## config.mk

```make
export PLATFORM = sky130hd
export DESIGN_NAME = cm0_wic_flat
export DESIGN_NICKNAME = d
export VERILOG_FILES = /design/src/rtl/cm0_wic_pkg.sv /design/src/rtl/cm0_wic_if.sv /design/src/rtl/cm0_wic_hsk.sv /design/src/rtl/cm0_wic.sv /design/src/flat_wrapper.sv
export SDC_FILE = /design/constraint.sdc
export NUM_CORES = 1
export LEC_CHECK = 0
export BUFFER_PORTS_ARGS = -buffer_cell sky130_fd_sc_hd__buf_2
export CORE_UTILIZATION = 40
export CTS_CLUSTER_SIZE = 12
export DETAILED_ROUTE_END_ITERATION = 12
export GPL_ROUTABILITY_DRIVEN = 0
export PLACE_DENSITY = 0.77
export SLEW_MARGIN = 20
export SYNTH_ARGS = -nofsm -noshare
export SYNTH_HDL_FRONTEND = slang
export SYNTH_SLANG_ARGS = --single-unit
export TNS_END_PERCENT = 50
```

## constraint.sdc

```tcl
create_clock -name sclk -period 2.05 [get_ports sclk]
set_clock_uncertainty 0.1 [all_clocks]
set_input_delay 0.205 -clock sclk [delete_from_list [all_inputs] [get_ports sclk]]
set_output_delay 0.205 -clock sclk [all_outputs]
set_load 0.03 [all_outputs]
```

## src/rtl/cm0_wic_pkg.sv

```systemverilog
// rtl/cm0_wic_pkg.sv - shared types and constants for the wake-up interrupt controller
//
// Purpose: handshake FSM state encoding, wake-up line index map and a helper
// that packs the NMI/RXEV/IRQ inputs into the line vector layout.
// Ports: none (package).
package cm0_wic_pkg;

  typedef enum logic [1:0] {
    ST_DISABLED = 2'd0,
    ST_REQ      = 2'd1,
    ST_ENABLED  = 2'd2,
    ST_REL      = 2'd3
  } wic_state_e;

  localparam int LINE_NMI      = 0;
  localparam int LINE_RXEV     = 1;
  localparam int LINE_IRQ_BASE = 2;
  localparam int IRQ_LINES     = 32;
  localparam int MAX_LINES     = 34;

  // Bit 0 NMI, bit 1 RXEV, bit n+2 IRQ[n].
  function automatic logic [MAX_LINES-1:0] pack_lines(
    input logic                 nmi,
    input logic                 rxev,
    input logic [IRQ_LINES-1:0] irq
  );
    logic [MAX_LINES-1:0] v;
    v                                  = '0;
    v[LINE_NMI]                        = nmi;
    v[LINE_RXEV]                       = rxev;
    v[LINE_IRQ_BASE +: IRQ_LINES]      = irq;
    return v;
  endfunction

endpackage

```

## src/rtl/cm0_wic_if.sv

```systemverilog
// rtl/cm0_wic_if.sv - PMU/core deep-sleep handshake bundle
//
// Purpose: groups the WIC enable request/acknowledge signals exchanged with
// the PMU and the core.
// Signals: wic_en_req_i (PMU request), wic_en_ack_o (WIC active ack),
//          wic_ds_req_n_o (request to core, active-low),
//          wic_ds_ack_n_i (core ack, active-low).
// Modports: master = PMU/core side, slave = WIC side.
interface cm0_wic_if;

  logic wic_en_req_i;
  logic wic_en_ack_o;
  logic wic_ds_req_n_o;
  logic wic_ds_ack_n_i;

  modport master (
    output wic_en_req_i,
    output wic_ds_ack_n_i,
    input  wic_en_ack_o,
    input  wic_ds_req_n_o
  );

  modport slave (
    input  wic_en_req_i,
    input  wic_ds_ack_n_i,
    output wic_en_ack_o,
    output wic_ds_req_n_o
  );

endinterface

```

## src/rtl/cm0_wic_hsk.sv

```systemverilog
// rtl/cm0_wic_hsk.sv - WIC enable handshake FSM
//
// Purpose: sequences DISABLED -> REQ -> ENABLED -> REL -> DISABLED between
// the PMU request and the core acknowledge, with registered outputs.
// Ports: clk, rst (sync, active-high); en_req, ds_ack_n in;
//        en_ack, ds_req_n registered out; is_enabled (state is ENABLED);
//        leave_enabled (this edge moves ENABLED -> REL).
module cm0_wic_hsk
  import cm0_wic_pkg::*;
(
  input  logic clk,
  input  logic rst,
  input  logic en_req,
  input  logic ds_ack_n,
  output logic en_ack,
  output logic ds_req_n,
  output logic is_enabled,
  output logic leave_enabled
);

  wic_state_e state;

  assign is_enabled    = (state == ST_ENABLED);
  // Lets the datapath clear mask/pending on the same edge that enters REL.
  assign leave_enabled = (state == ST_ENABLED) && !en_req;

  always_ff @(posedge clk) begin
    if (rst) begin
      state    <= ST_DISABLED;
      ds_req_n <= 1'b1;
      en_ack   <= 1'b0;
    end else begin
      case (state)
        ST_DISABLED: begin
          if (en_req) begin
            state    <= ST_REQ;
            ds_req_n <= 1'b0;
          end
        end
        ST_REQ: begin
          // Core ack wins over a simultaneous PMU withdrawal.
          if (!ds_ack_n) begin
            state  <= ST_ENABLED;
            en_ack <= 1'b1;
          end else if (!en_req) begin
            state    <= ST_REL;
            ds_req_n <= 1'b1;
          end
        end
        ST_ENABLED: begin
          if (!en_req) begin
            state    <= ST_REL;
            ds_req_n <= 1'b1;
            en_ack   <= 1'b0;
          end
        end
        ST_REL: begin
          if (ds_ack_n) begin
            state <= ST_DISABLED;
          end
        end
        default: begin
          state    <= ST_DISABLED;
          ds_req_n <= 1'b1;
          en_ack   <= 1'b0;
        end
      endcase
    end
  end

endmodule

```

## src/rtl/cm0_wic.sv

```systemverilog
// rtl/cm0_wic.sv - wake-up interrupt controller top
//
// Purpose: captures the core's interrupt sensitivity mask while WIC mode is
// active, latches masked lines as sticky pending bits and raises wakeup_o.
// Ports: sclk, sreset (sync, active-high); hsk (cm0_wic_if.slave handshake);
//        wic_load_i / wic_clear_i core pulses; wic_mask_isr_i/nmi_i/rxev_i
//        sensitivity; nmi_i, rxev_i, irq_i lines; wic_mask_o, wic_pend_o
//        registered WICLINES-wide; wakeup_o = OR of pending.
module cm0_wic
  import cm0_wic_pkg::*;
#(
  parameter int WICLINES = 34
) (
  input  logic                 sclk,
  input  logic                 sreset,
  cm0_wic_if.slave             hsk,
  input  logic                 wic_load_i,
  input  logic                 wic_clear_i,
  input  logic [IRQ_LINES-1:0] wic_mask_isr_i,
  input  logic                 wic_mask_nmi_i,
  input  logic                 wic_mask_rxev_i,
  input  logic                 nmi_i,
  input  logic                 rxev_i,
  input  logic [IRQ_LINES-1:0] irq_i,
  output logic [WICLINES-1:0]  wic_mask_o,
  output logic [WICLINES-1:0]  wic_pend_o,
  output logic                 wakeup_o
);

  logic                 is_enabled;
  logic                 leave_enabled;
  logic [MAX_LINES-1:0] all_lines;
  logic [MAX_LINES-1:0] all_mask;
  logic [WICLINES-1:0]  lines;
  logic [WICLINES-1:0]  load_mask;

  cm0_wic_hsk u_hsk (
    .clk           (sclk),
    .rst           (sreset),
    .en_req        (hsk.wic_en_req_i),
    .ds_ack_n      (hsk.wic_ds_ack_n_i),
    .en_ack        (hsk.wic_en_ack_o),
    .ds_req_n      (hsk.wic_ds_req_n_o),
    .is_enabled    (is_enabled),
    .leave_enabled (leave_enabled)
  );

  // Lines above WICLINES are simply dropped here.
  assign all_lines = pack_lines(nmi_i, rxev_i, irq_i);
  assign all_mask  = pack_lines(wic_mask_nmi_i, wic_mask_rxev_i, wic_mask_isr_i);
  assign lines     = all_lines[WICLINES-1:0];
  assign load_mask = all_mask[WICLINES-1:0];

  // Priority: reset, clear, leaving ENABLED, load, then accumulation.
  // A load edge clears pending, so a line high in the load cycle only
  // lands in pending on the following edge.
  always_ff @(posedge sclk) begin
    if (sreset) begin
      wic_mask_o <= '0;
      wic_pend_o <= '0;
    end else if (wic_clear_i || leave_enabled) begin
      wic_mask_o <= '0;
      wic_pend_o <= '0;
    end else if (wic_load_i && is_enabled) begin
      wic_mask_o <= load_mask;
      wic_pend_o <= '0;
    end else begin
      wic_pend_o <= wic_pend_o | (wic_mask_o & lines);
    end
  end

  assign wakeup_o = |wic_pend_o;

endmodule

```

## src/flat_wrapper.sv

```systemverilog
// flat-port wrapper written by rule: the top's interface ports become plain ports
module cm0_wic_flat import cm0_wic_pkg::*;
#(
  parameter int WICLINES = 34
)
  (sclk, sreset, wic_load_i, wic_clear_i, wic_mask_isr_i, wic_mask_nmi_i, wic_mask_rxev_i, nmi_i, rxev_i, irq_i, wic_mask_o, wic_pend_o, wakeup_o, hsk_wic_en_req_i, hsk_wic_ds_ack_n_i, hsk_wic_en_ack_o, hsk_wic_ds_req_n_o);
  cm0_wic_if hsk_i ();
  input  logic sclk;
  input  logic sreset;
  input  logic wic_load_i;
  input  logic wic_clear_i;
  input  logic [IRQ_LINES-1:0] wic_mask_isr_i;
  input  logic wic_mask_nmi_i;
  input  logic wic_mask_rxev_i;
  input  logic nmi_i;
  input  logic rxev_i;
  input  logic [IRQ_LINES-1:0] irq_i;
  output logic [WICLINES-1:0] wic_mask_o;
  output logic [WICLINES-1:0] wic_pend_o;
  output logic wakeup_o;
  input wire logic [$bits(hsk_i.wic_en_req_i)-1:0] hsk_wic_en_req_i;
  input wire logic [$bits(hsk_i.wic_ds_ack_n_i)-1:0] hsk_wic_ds_ack_n_i;
  output wire logic [$bits(hsk_i.wic_en_ack_o)-1:0] hsk_wic_en_ack_o;
  output wire logic [$bits(hsk_i.wic_ds_req_n_o)-1:0] hsk_wic_ds_req_n_o;
  assign hsk_i.wic_en_req_i = hsk_wic_en_req_i;
  assign hsk_i.wic_ds_ack_n_i = hsk_wic_ds_ack_n_i;
  assign hsk_wic_en_ack_o = hsk_i.wic_en_ack_o;
  assign hsk_wic_ds_req_n_o = hsk_i.wic_ds_req_n_o;
  cm0_wic #(.WICLINES(WICLINES)) u_core (.sclk(sclk), .sreset(sreset), .hsk(hsk_i), .wic_load_i(wic_load_i), .wic_clear_i(wic_clear_i), .wic_mask_isr_i(wic_mask_isr_i), .wic_mask_nmi_i(wic_mask_nmi_i), .wic_mask_rxev_i(wic_mask_rxev_i), .nmi_i(nmi_i), .rxev_i(rxev_i), .irq_i(irq_i), .wic_mask_o(wic_mask_o), .wic_pend_o(wic_pend_o), .wakeup_o(wakeup_o));
endmodule
```

; Word level (Yosys, flattened, before mapping)
; Index checks and enable logic that the tools add are counted.
[totals]
in_bits = 74
output_inout_bits = 71
regBits = 72
elab_cells = 40
[classes]
n_reduce_logical = 13
n_eq_ne = 8
bitwise = 2
n_mux = 12
[op_table]
columns = operator, count
row1 = $and A34 B34 Y34, 1
row2 = $or A34 B34 Y34, 1
row3 = $reduce_or A34 Y1, 1
row4 = $ne A2 B2 Y1 const B, 5
row5 = $mux W2, 4
row6 = $pmux W2 S4, 1
row7 = $reduce_and A3 Y1, 2
row8 = $mux W1, 5
row9 = $eq A2 B2 Y1 const B, 2
row10 = $pmux W1 S3, 1
row11 = $reduce_bool A3 Y1, 1
row12 = $reduce_or A3 Y1, 1
row13 = $eq A2 B1 Y1 const B, 1
row14 = $logic_and A1 B1 Y1, 2
row15 = $logic_not A2 Y1, 1
row16 = $pmux W1 S2, 1
row17 = $reduce_and A2 Y1, 1
row18 = $reduce_bool A2 Y1, 1
row19 = $reduce_or A2 Y1, 1
row20 = $logic_not A1 Y1, 1
row21 = $logic_or A1 B1 Y1, 1

; Logic depth before layout (Yosys ltp)
[depth]
depth_word = 4
mapped_depth = 8
mapped_depth_nobuf = 5

; Modules after synthesis
; Synthesis repeated with hierarchy kept, for this count alone.
[unflattened]
cells_unflattened = 306
hier_area_um2 = 2606.2
[by_module_without_submodules]
columns = mod, cells_per_inst, area_per_inst_um2, seq_area_each_um2, n_inst
row1 = cm0_wic, 270, 2277.2, 1361.3, 1
row2 = cm0_wic_hsk, 36, 329.1, 80.1, 1

; Worst setup path before layout
; Ideal clock, no wire load.
[synth_timing]
kind = register to output
from = register u_core.wic_pend_o[12]
to = output port wakeup_o
n_path_buf = 0
required_time_ns = 1.745
slack_ns = 0.479
arrival_ns = 1.266
path_stages_with_launch = 4
path_cell_list = dfxtp_1 nor4_1 nand3_1 or3_1
[synth_via]
elab_chain_len = 1
[synth_rtl]
columns = element, line
row1 = start: declaration, cm0_wic.sv:26  ; output logic [WICLINES-1:0] wic_pend_o,
row2 = start signal: assignment, cm0_wic.sv:68  ; wic_pend_o <= wic_pend_o | (wic_mask_o & lines);
row3 = $reduce_or A34 Y1, cm0_wic.sv:72  ; assign wakeup_o = |wic_pend_o;
row4 = end: declaration, flat_wrapper.sv:20  ; output logic wakeup_o;
; No other way between the ends.

; Worst setup path after layout
; Same ends and word-level chain as after synthesis.

==> flow_summary.ini <==
[synthesis]
synth_edf_count = 0
synth_nets = 386
yosys_most_used_dff = dfxtp_1
netlist_top_cells_area = dfxtp_1 (54%), a21oi_1 (14%), nand2_1 (9.9%)
yosysTopAreaCell = dfxtp_1
synth_area_sq_mm = 0.002660
seq_area_frac_synth = 0.5419
synth.distinct_cells = 30
avgSynthCellArea_sq_um = 8.693
synth_top_area_share = 0.5419
synth_warnings = 0
synth_commonest_cells = a21oi_1 (72), dfxtp_1 (72), nand2_1 (70)
async_reset_ff_frac = 0
syn_inst = 306
yosys_register_bits = 72

[timing]
relSlewSlack = 0.7923
hold_viol = 0
tightest_slew_ns = 0.3086
fmax_ghz = 0.5051
final.min_clock_period_ns = 1.980
fin_crit_sh = 0.9657
drv_slew = 0
holdWs_ns = 0.01860
rsz0062_at_grt = no
setup_viol = 0
setup_tns_ns = 0

[place]
place_hpwl_um = 5134
numPortBuffers = 144

[die]
fp.dieH_um = 83.55
start_util = 0.4165
dieWidth_um = 83.55
io-pin-count = 145
dieArea_sq_mm = 0.006981
core-area_sq_mm = 0.006386
num_rows = 29

[final_layout]
nFillCells = 605
synthToLayoutAreaGrowth_pct = 41.72
drive_gt1_frac = 0.3745
seqCellArea_sq_mm = 0.001443
layout.nets = 546
diodes = 0
multi_input_area_sq_mm = 0.001096

[detailed_routing]
routed_wl_um = 7175
top_layer = met4
wl_per_cell_um = 13.12
routed-wl-met3_um = 474
drtPass1Iterations = 4
drcViolationCount = 0
via_per_inst = 4.879
ant_nets = 0
m1WireLength_um = 3035
vias = 2669
drt_iter0_markers = 118
wl_met2_um = 3548

[cts]
clk_pin_slew_ns = 0.07
cts_max_level = 3
clockBufferDepth = 2
cts_buffers = 9
cts_setup_buffers = 0
cts_root_buf = clkbuf_8
cts_tree = yes
clock-sinks = 72
worst_skew_pair.late_latency_ns = 0.32

[setup_path]
critPathKind = flop to output pin
critical_path.endpoint_type = output pin
rr_worst_depth = 6
rr_startpoint = u_core.u_hsk.state[0]
cp_max_fo = 3
crit_arrival_ns = 1.67
required_ns = 1.75
rrSetupSlack_ns = 0.27
reg2reg_to = u_core.wic_mask_o[30]
crit_path_start_kind = flop

[grt]
overflow = 0
grt_pass1_vias = 2586
grt_start_max_net_pins = 29
antenna_found_initial = 0
grt_pass1_wl_um = 11710
track_usage = 0.2100

[min_path]
hp-start = irq_i[19]
min_to = u_core.wic_pend_o[21]
holdPathStages = 3
hold_path.class = input port to flop

[power_and_ir_drop]
p_leak_nw = 1.748
vdd_ir_drop_max_mv = 0.4310
p_per_area_mw_per_mm2 = 840.0

[status]
status = complete, no violations

[job]
cap_violations = 0
==> repair_timing <==
item,4_1_cts,5_1_grt
hold buffers,12,1
resized for setup,0,7
setup endpoints to repair,0,1
endpoints found under the hold margin,12,1
==> where the power goes <==
part           internal [mW]  leakage [nW]  switching, mW
registers               1.44         0.581         0.0351
clock network          0.676         0.103          0.478
logic                  0.220          1.06          0.317
==> cell families after synthesis <==
logic type / share of synthesized area
and+or+nand+nor: 0.2074
AOI/OAI and AO/OA: 0.1660
DFF: 0.5419
buffers and inverters: 0.05644
adders and majority gates: 0.02822
==> critical path, stage by stage, from the launching register on <==
cell	delay [ns]
dfxtp_1	0.33
nor4_1	0.31
nand3_1	0.17
or3_1	0.37
buf_4	0.18
==> area by class of cell <==
| type | count | area share |
|---|---|---|
| clock buffer | 11 | 0.03485 |
| clock inverter | 4 | 0.01859 |
| inverter | 4 | 0.003983 |
| multi-input combinational | 215 | 0.2907 |
| sequential | 72 | 0.3827 |
| tap | 77 | 0.02556 |
| timing repair buffer | 164 | 0.2436 |
==> metrics by stage <==
step	utilization	setup WS (ns)	total power, mW	instances	cell area (sq um)
final	0.5903	0.07032	3.167	547	3770
after floorplan	-	0.4793	1.865	306	2660
after global placement	0.5335	0.3660	2.003	519	3407
after detailed placement	0.5335	0.2908	2.020	519	3407
after global routing	0.5903	0.01594	3.326	547	3770
after CTS	0.5839	0.01469	3.194	546	3729
==> placed cells by master (no fill, tap or decap), types with 2 or more instances in the layout <==
cell	n
ha_1	6
nor2_1	37
buf_2	143
nand2b_1	3
inv_1	3
nor4_1	5
nand2_1	70
clkbuf_8	9
clkinv_2	2
nor4_2	3
bufinv_16	2
a21oi_1	72
dfxtp_1	71
clkbuf_1	2
dlygate4sd3_1	13
nand3_1	2
buf_4	7
==> state kept, by name (all words and copies together), names as in the netlist <==
| register | cells |
|---|---|
| u_core.wic_mask_o | 34 |
| u_core.u_hsk.en_ack | 1 |
| u_core.u_hsk.ds_req_n | 1 |
| u_core.wic_pend_o | 34 |
| u_core.u_hsk.state | 2 |
==> routing by layer <==
| layer | vias up | global-route usage |
|---|---|---|
| li1 | 1351 | - |
| met1 | 1191 | 0.2417 |
| met2 | 114 | 0.3666 |
| met3 | 13 | 0.05341 |
| met4 | 0 | 0.09399 |
| met5 | - | 0 |
==> worst max path at each step <==
stage	from	endpoint	slack, ns	cells after the start
after floorplan	u_core.wic_pend_o[12]	wakeup_o	0.48	3
after detailed placement	u_core.u_hsk.state[0]	u_core.wic_mask_o[30]	0.29	6
after global routing	u_core.wic_pend_o[12]	wakeup_o	0.02	4
after global placement	u_core.wic_pend_o[12]	wakeup_o	0.37	4
after CTS	u_core.wic_pend_o[12]	wakeup_o	0.01	4
final	u_core.wic_pend_o[12]	wakeup_o	0.07	4
Note: power is estimated with default switching activity, not from simulation.
